--- config.mk ---
export PLATFORM = sky130hd
export DESIGN_NAME = fifo_rd_drain_flat
export DESIGN_NICKNAME = d
export VERILOG_FILES = /design/src/rtl/fifo_rd_drain_if.sv /design/src/rtl/fifo_rd_drain.sv /design/src/flat_wrapper.sv
export SDC_FILE = /design/constraint.sdc
export NUM_CORES = 1
export LEC_CHECK = 0
export ABC_AREA = 0
export BUFFER_PORTS_ARGS = -buffer_cell sky130_fd_sc_hd__buf_2
export CAP_MARGIN = 15
export CORE_AREA = 2 2 64 66
export CTS_BUF_LIST = sky130_fd_sc_hd__clkbuf_16
export CTS_CLUSTER_SIZE = 24
export DETAILED_ROUTE_END_ITERATION = 7
export DIE_AREA = 0 0 66 68
export PLACE_DENSITY = 0.8
export SYNTH_ARGS = -nofsm -noshare
export SYNTH_HDL_FRONTEND = slang
export SYNTH_SLANG_ARGS = --single-unit
--- constraint.sdc ---
create_clock -name i_rclk -period 1.51 [get_ports i_rclk]
set_input_delay 0.151 -clock i_rclk [delete_from_list [all_inputs] [get_ports i_rclk]]
set_output_delay 0.151 -clock i_rclk [all_outputs]
set_load 0.03 [all_outputs]
--- src/rtl/fifo_rd_drain_if.sv ---
// Signal bundle between the FIFO read port, the drain FSM and the UART transmitter.
// The master modport is the drain block's view; the slave modport is its environment.
interface fifo_rd_drain_if #(
   parameter int DATA_WIDTH = 8,
   parameter int CNT_WIDTH  = 16
);
   logic                  en;
   logic                  rempty;
   logic [DATA_WIDTH-1:0] rdata;
   logic                  rinc;
   logic [DATA_WIDTH-1:0] tx_data;
   logic                  tx_valid;
   logic                  tx_busy;
   logic                  tx_timeout;
   logic [CNT_WIDTH-1:0]  sent_cnt;

   modport master (
      input  en, rempty, rdata, tx_busy,
      output rinc, tx_data, tx_valid, tx_timeout, sent_cnt
   );

   modport slave (
      output en, rempty, rdata, tx_busy,
      input  rinc, tx_data, tx_valid, tx_timeout, sent_cnt
   );
endinterface

--- src/rtl/fifo_rd_drain.sv ---
// Pops bytes from a first-word-fall-through FIFO and hands each one to a UART transmitter,
// counting delivered bytes and pulsing a timeout while the transmitter ignores a request.
module fifo_rd_drain #(
   parameter int DATA_WIDTH  = 8,
   parameter int CNT_WIDTH   = 16,
   parameter int ACK_TIMEOUT = 1024
) (
   input logic             i_rclk,
   input logic             i_rrst,
   fifo_rd_drain_if.master io_bus
);
   localparam int TO_WIDTH = $clog2(ACK_TIMEOUT);
   localparam logic [TO_WIDTH-1:0]   TO_LAST  = TO_WIDTH'(ACK_TIMEOUT - 1);
   localparam logic [TO_WIDTH-1:0]   TO_ZERO  = TO_WIDTH'(0);
   localparam logic [TO_WIDTH-1:0]   TO_ONE   = TO_WIDTH'(1);
   localparam logic [CNT_WIDTH-1:0]  CNT_ZERO = CNT_WIDTH'(0);
   localparam logic [CNT_WIDTH-1:0]  CNT_ONE  = CNT_WIDTH'(1);
   localparam logic [DATA_WIDTH-1:0] DATA_ZERO = DATA_WIDTH'(0);

   typedef enum logic [1:0] {
      S_IDLE = 2'd0,
      S_POP  = 2'd1,
      S_REQ  = 2'd2,
      S_BUSY = 2'd3
   } state_t;

   state_t                r_state;
   logic                  r_rinc;
   logic                  r_tx_valid;
   logic [DATA_WIDTH-1:0] r_tx_data;
   logic                  r_tx_timeout;
   logic [TO_WIDTH-1:0]   r_to_cnt;
   logic [CNT_WIDTH-1:0]  r_sent_cnt;

   state_t                w_state_nxt;
   logic                  w_rinc_nxt;
   logic                  w_valid_nxt;
   logic [DATA_WIDTH-1:0] w_data_nxt;
   logic                  w_timeout_nxt;
   logic [TO_WIDTH-1:0]   w_to_cnt_nxt;
   logic [CNT_WIDTH-1:0]  w_sent_nxt;

   // Next-state and next-output decode; every output is a register fed from here.
   always_comb begin
      w_state_nxt   = r_state;
      w_rinc_nxt    = 1'b0;
      w_valid_nxt   = r_tx_valid;
      w_data_nxt    = r_tx_data;
      w_timeout_nxt = 1'b0;
      w_to_cnt_nxt  = r_to_cnt;
      w_sent_nxt    = r_sent_cnt;
      case (r_state)
         S_IDLE: begin
            if (io_bus.en && !io_bus.rempty) begin
               w_data_nxt  = io_bus.rdata;
               w_rinc_nxt  = 1'b1;
               w_state_nxt = S_POP;
            end else begin
               w_state_nxt = S_IDLE;
            end
         end
         // rempty is stale right after the pop, so POP never looks at it.
         S_POP: begin
            w_valid_nxt  = 1'b1;
            w_to_cnt_nxt = TO_ZERO;
            w_state_nxt  = S_REQ;
         end
         S_REQ: begin
            if (io_bus.tx_busy) begin
               w_valid_nxt = 1'b0;
               w_state_nxt = S_BUSY;
            end else if (r_to_cnt == TO_LAST) begin
               w_timeout_nxt = 1'b1;
               w_to_cnt_nxt  = TO_ZERO;
            end else begin
               w_to_cnt_nxt = r_to_cnt + TO_ONE;
            end
         end
         S_BUSY: begin
            if (!io_bus.tx_busy) begin
               w_sent_nxt  = r_sent_cnt + CNT_ONE;
               w_state_nxt = S_IDLE;
            end else begin
               w_state_nxt = S_BUSY;
            end
         end
         default: begin
            w_state_nxt = S_IDLE;
            w_valid_nxt = 1'b0;
         end
      endcase
   end

   // State and output registers with synchronous reset.
   always_ff @(posedge i_rclk) begin
      if (i_rrst) begin
         r_state      <= S_IDLE;
         r_rinc       <= 1'b0;
         r_tx_valid   <= 1'b0;
         r_tx_data    <= DATA_ZERO;
         r_tx_timeout <= 1'b0;
         r_to_cnt     <= TO_ZERO;
         r_sent_cnt   <= CNT_ZERO;
      end else begin
         r_state      <= w_state_nxt;
         r_rinc       <= w_rinc_nxt;
         r_tx_valid   <= w_valid_nxt;
         r_tx_data    <= w_data_nxt;
         r_tx_timeout <= w_timeout_nxt;
         r_to_cnt     <= w_to_cnt_nxt;
         r_sent_cnt   <= w_sent_nxt;
      end
   end

   assign io_bus.rinc       = r_rinc;
   assign io_bus.tx_valid   = r_tx_valid;
   assign io_bus.tx_data    = r_tx_data;
   assign io_bus.tx_timeout = r_tx_timeout;
   assign io_bus.sent_cnt   = r_sent_cnt;
endmodule

--- src/flat_wrapper.sv ---
// flat-port wrapper written by rule: the top's interface ports become plain ports
module fifo_rd_drain_flat 
#(
   parameter int DATA_WIDTH  = 8,
   parameter int CNT_WIDTH   = 16,
   parameter int ACK_TIMEOUT = 1024
)
  (i_rclk, i_rrst, io_bus_en, io_bus_rempty, io_bus_rdata, io_bus_tx_busy, io_bus_rinc, io_bus_tx_data, io_bus_tx_valid, io_bus_tx_timeout, io_bus_sent_cnt);
  fifo_rd_drain_if #(.DATA_WIDTH(DATA_WIDTH), .CNT_WIDTH(CNT_WIDTH)) io_bus_i ();
  input logic i_rclk;
  input logic i_rrst;
  input wire logic [$bits(io_bus_i.en)-1:0] io_bus_en;
  input wire logic [$bits(io_bus_i.rempty)-1:0] io_bus_rempty;
  input wire logic [$bits(io_bus_i.rdata)-1:0] io_bus_rdata;
  input wire logic [$bits(io_bus_i.tx_busy)-1:0] io_bus_tx_busy;
  output wire logic [$bits(io_bus_i.rinc)-1:0] io_bus_rinc;
  output wire logic [$bits(io_bus_i.tx_data)-1:0] io_bus_tx_data;
  output wire logic [$bits(io_bus_i.tx_valid)-1:0] io_bus_tx_valid;
  output wire logic [$bits(io_bus_i.tx_timeout)-1:0] io_bus_tx_timeout;
  output wire logic [$bits(io_bus_i.sent_cnt)-1:0] io_bus_sent_cnt;
  assign io_bus_i.en = io_bus_en;
  assign io_bus_i.rempty = io_bus_rempty;
  assign io_bus_i.rdata = io_bus_rdata;
  assign io_bus_i.tx_busy = io_bus_tx_busy;
  assign io_bus_rinc = io_bus_i.rinc;
  assign io_bus_tx_data = io_bus_i.tx_data;
  assign io_bus_tx_valid = io_bus_i.tx_valid;
  assign io_bus_tx_timeout = io_bus_i.tx_timeout;
  assign io_bus_sent_cnt = io_bus_i.sent_cnt;
  fifo_rd_drain #(.DATA_WIDTH(DATA_WIDTH), .CNT_WIDTH(CNT_WIDTH), .ACK_TIMEOUT(ACK_TIMEOUT)) u_core (.i_rclk(i_rclk), .i_rrst(i_rrst), .io_bus(io_bus_i));
endmodule
* Word-level counts from Yosys, hierarchy flattened
Index checks and enable logic that the tools add are counted.
** Operators by class
- Add/sub/neg operators :: 2
- Multipliers :: 0
- Div/mod/pow operators :: 0
- Order comparisons :: 0
- Equality and inequality tests :: 6
- Shift-type cells :: 0
- Muxes and demuxes :: 11
- Bitwise operators :: 3
- Reduce and logical (&&, ||, !) cells :: 10
** Operators with widths (count)
- $mux 10 :: 2
- $pmux 10 s2 :: 1
- $add 16x1->16 const B :: 1
- $add 10x1->10 const B :: 1
- $eq 10x10->1 const B :: 1
- $pmux 2 s4 :: 1
- $reduce_and 2->1 :: 4
- $eq 2x2->1 const B :: 2
- $mux 1 :: 4
- $mux 2 :: 2
- $ne 2x2->1 const B :: 2
- $not 1->1 :: 3
- $reduce_or 3->1 :: 1
- $eq 2x1->1 const B :: 1
- $logic_not 2->1 :: 1
- $pmux 1 s2 :: 1
- $reduce_bool 2->1 :: 1
- $reduce_or 2->1 :: 1
- $logic_and 1x1->1 :: 1
- $logic_not 1->1 :: 1
** Word-level totals
- Register bits :: 39
- Latch bits :: 0
- RAM bits :: 0
- ROM bits :: 0
- Bits of input ports :: 13
- Output and inout bits :: 27
- Logic and storage cells :: 39
- Memories :: 0

* Depth between registers and ports, before layout
- Word-level depth :: 4
- Mapped depth :: 6
- Depth with buffers taken out :: 5

* Worst setup path after synthesis
OpenSTA, ideal clock, no wires.
- Kind :: flip-flop to flip-flop
- From :: reg u_core.r_sent_cnt[3] (netlist: u_core.io_bus.sent_cnt[3])
- To :: reg u_core.r_sent_cnt[14] (netlist: u_core.io_bus.sent_cnt[14])
- Setup time :: 0.070 ns
- Arrival :: 1.672 ns
- Required time :: 1.440 ns
- Slack :: -0.233 ns
- Cell stages (with the launch flop) :: 5
- Path buffers :: 0
- Clock period less this slack :: 1.743 ns
- Cells stage by stage :: dfxtp_1 -> and3_2 -> nand4_4 -> or4_1 -> a21oi_1
** On the way
- Word-level cells in the longest chain between the ends :: 1
** RTL lines
- start: declaration :: RTL line fifo_rd_drain.sv:33 : logic [CNT_WIDTH-1:0] r_sent_cnt;
- start signal: assignment :: RTL line fifo_rd_drain.sv:111 : r_sent_cnt <= w_sent_nxt;
- $add 16x1->16 :: RTL line fifo_rd_drain.sv:81 : w_sent_nxt = r_sent_cnt + CNT_ONE;
Every way passes these cells.
A chain may end at the register's enable or synchronous reset.

* Worst setup path in the final report
- From :: reg u_core.r_state[0]
- To :: reg u_core.r_sent_cnt[12] (netlist: u_core.io_bus.sent_cnt[12])
** On the way
- Word-level cells in the longest chain between the ends :: 2
** RTL lines
- start: declaration :: RTL line fifo_rd_drain.sv:27 : state_t r_state;
- start signal: assignment :: RTL line fifo_rd_drain.sv:105 : r_state <= w_state_nxt;
- $eq 2x2->1 :: RTL line fifo_rd_drain.sv:52 : case (r_state)
- $reduce_and 2->1 (no source line)
Every way passes these cells.

==> flow_metrics.tcl <==
set metrics [dict create \
    status "finished with violations" \
    failed_checks "negative setup slack" \
    rows 23 \
    area_delta_synth_final_pct 36.12 \
    final_cell_count_no_fill 296 \
    grt_max_degree 24 \
    rsz0062_at_grt "true" \
    place_congestion 0.8298 \
    drc_errors 0 \
    final_common_cell "buf_2" \
    p_leak_nw 0.9434 \
    dp_worst_setup_slack_ps -30.38 \
    grt_usage 0.1714 \
    critPathMaxStageDelay_ps 500 \
    worstSetupPathType "register to register" \
    cts_hold_buf 0 \
    ys_warn_count 0 \
    wirelength_um 4040 \
    path_clk_slew_ps 60 \
    crit_path_end_kind "register" \
    routed.top_layer "met4" \
    placed_cells 284 \
    drive_gt1_frac 0.3902 \
    slew_headroom 0.6767 \
    synthSimpleGateAreaFrac 0.2645 \
    dpl.hpwl_um 2604 \
    drt-met1-wl_um 1867 \
    tightest_slew_ps 484.9 \
    die-width_um 66 \
    drt_iter0_drc 55 \
    dieArea_um2 4488 \
    synth.distinct_cells 41 \
    numCtsBuffers 5 \
    overflow 0 \
    grt_pass1_wl_um 5809 \
    cts_tree "done" \
    wl_met2_um 1812 \
    dr_total_vias 1609 \
    ff2ff_setup_slack_ps -8 \
    die_h_um 68 \
    critPathSlowestCell "or4_1" \
    fmax_mhz 659.0 \
    synth_edf_count 0 \
    nFillCells 315 \
    start_util 0.4465 \
    hold_violations 0 \
    synthCells 190 \
    root_buffer "clkbuf_16" \
    worstPathRequired_ps 1710 \
    num-nets-final 260 \
    boundaryPins 40 \
    whs_path_depth 3 \
    r2r.worst_path.cells 4 \
    crit_chain "and3b_2 -> nand4_4 -> or4_1 -> a21oi_1" \
    async_flop_share 0 \
    wl_met3_um 261 \
    ys_ff_latch 39 \
    place_area_um2 2078 \
    synthAdderAreaFrac 0.01453 \
    fin_crit_ps 1518 \
    cts_sinks 39 \
    synth_compound_area_frac 0.1715 \
    maxCapViolCount 0 \
    synth_fp_nets 205 \
    coreArea_um2 3856 \
    cts_buffer_depth 2 \
    finalCritPeriodShare 1.005 \
    synthMuxAreaShare 0.01744 \
    synth_area_per_cell_um2 9.061 \
    synth_xor_xnor_area_share 0.04578 \
    h-tree-depth 2 \
    firstDrtPassIters 4 \
    p_total_mw 2.507 \
    synthFlopType "dfxtp_1" \
    r2r_start "u_core.r_state[0]" \
    antenna_cells 0 \
    clock_latency_ps 280 \
    cp_max_fo 5 \
    maxSlewViolCount 0 \
    setup_slack_ps -7.513 \
    antenna_found_initial 0 \
    layout_common_cells "buf_2, nand2_1, dfxtp_1" \
    io_buffers 39 \
    min_to "u_core.io_bus.tx_data[6]" \
    hold_path.class "input port to register" \
    avgRoutedWirePerCell_um 13.65 \
    crit_arrival_ps 1710 \
    synth-seq-area-share 0.4535 \
    ant_nets 0 \
    skew_ps 3.832 \
    post_drt_via_cell_ratio 5.436 \
    peakVddDrop_v 0.0006967 \
    synth_top_family_by_area "simple AND/OR/NAND/NOR gates" \
    hp-start "io_bus_rdata[6]" \
    worstReg2RegEnd "u_core.io_bus.sent_cnt[12]" \
    fin_area_um2 2344 \
    power.density_nw_per_um2 1070 \
    grt_pass1_vias 1314 \
    cp-start-kind "register" \
    synth_area_um2 1722 \
    setup_violations 1 \
    whs_ps 100.4 \
]
[through the flow]
| step | TNS [ps] | util |
|---|---|---|
| floorplan | -35.13 | - |
| global placement | 0 | 0.5389 |
| detailed placement | -30.38 | 0.5389 |
| CTS | 0 | 0.5905 |
| global route | -188.9 | 0.6077 |
| finish | -7.513 | 0.6077 |
[worst max path at each step]
stage | startpoint | end | slack [ps] | depth (start not counted)
final | u_core.r_state[0] | u_core.io_bus.sent_cnt[12] | -8 | 4
after CTS | u_core.r_to_cnt[1] | u_core.r_to_cnt[9] | 5 | 5
after floorplan | u_core.r_to_cnt[1] | u_core.r_to_cnt[9] | -20 | 6
after global placement | u_core.r_state[1] | u_core.r_to_cnt[9] | 30 | 4
after detailed placement | u_core.r_state[1] | u_core.r_to_cnt[9] | -30 | 4
after global routing | u_core.io_bus.sent_cnt[3] | u_core.io_bus.sent_cnt[12] | -60 | 4
[worst max-delay path: cells and delay by family, from the launching register on]
family / cells / cell delay [ps]
compound gates: 1 / 210
simple gates: 3 / 860
flops: 1 / 350
[layout make-up]
type / count / area [um2] / share of cell area
Clock buffer: 6 / 150.1 / 0.06407
Clock inverter: 2 / 33.78 / 0.01442
Inverter: 2 / 7.507 / 0.003203
Multi-Input combinational cell: 140 / 952.2 / 0.4063
Sequential cell: 39 / 807.0 / 0.3444
Tap cell: 50 / 62.56 / 0.02670
Timing Repair Buffer: 57 / 330.3 / 0.1410
[per-layer routing]
layer / vias up / GRT usage
met5: - / 0
met4: 0 / 0.07908
met3: 10 / 0.05592
met2: 46 / 0.2639
met1: 747 / 0.2188
li1: 806 / -
[timing repair]
item | in CTS | in global routing
gates cloned | 0 | 0
resized for setup | 1 | 11
setup buffers | 1 | 3
endpoints found under the setup margin | 3 | 10
pin swaps | 2 | 6
hold endpoints to repair | 0 | 0
[report_power, final]
group	internal (mW)	switching [mW]	total (mW)
combinational	0.0611	0.104	0.165
sequential	1.04	0.0114	1.05
clock	0.874	0.415	1.29
[cell families (layout without fill, tap and decap cells)]
group,Yosys count,count (layout)
simple gates,81,81
compound gates,45,45
flops,39,39
buf+inv,11,67
xor+xnor,9,9
mux,3,3
fa+ha+maj,2,2
[cells in the mapped netlist, types with 2 or more instances]
cell | count | area [um2]
dfxtp_1 | 39 | 780.8
nand2_1 | 28 | 105.1
a21oi_1 | 22 | 110.1
nor2_1 | 14 | 52.55
xor2_1 | 7 | 61.31
clkbuf_1 | 6 | 22.52
nand4_1 | 6 | 37.54
nand3_1 | 5 | 25.02
a311oi_1 | 4 | 35.03
a31oi_1 | 4 | 25.02
o31ai_1 | 4 | 30.03
or4_1 | 4 | 30.03
and3_1 | 3 | 18.77
and4_1 | 3 | 26.28
mux2i_1 | 3 | 30.03
nand2b_1 | 3 | 18.77
o21ai_0 | 3 | 15.01
or3_1 | 3 | 18.77
a41oi_1 | 2 | 17.52
buf_6 | 2 | 22.52
ha_1 | 2 | 25.02
inv_1 | 2 | 7.510
nor3_1 | 2 | 10.01
xnor2_1 | 2 | 17.52
[flip-flops by register name, summed over array words and instances, names as in the netlist]
register                  count
u_core.io_bus.rinc            1
u_core.io_bus.sent_cnt       16
u_core.io_bus.tx_data         8
u_core.io_bus.tx_timeout      1
u_core.io_bus.tx_valid        1
u_core.r_state                2
u_core.r_to_cnt              10
Power figures use the tool's default switching activity.
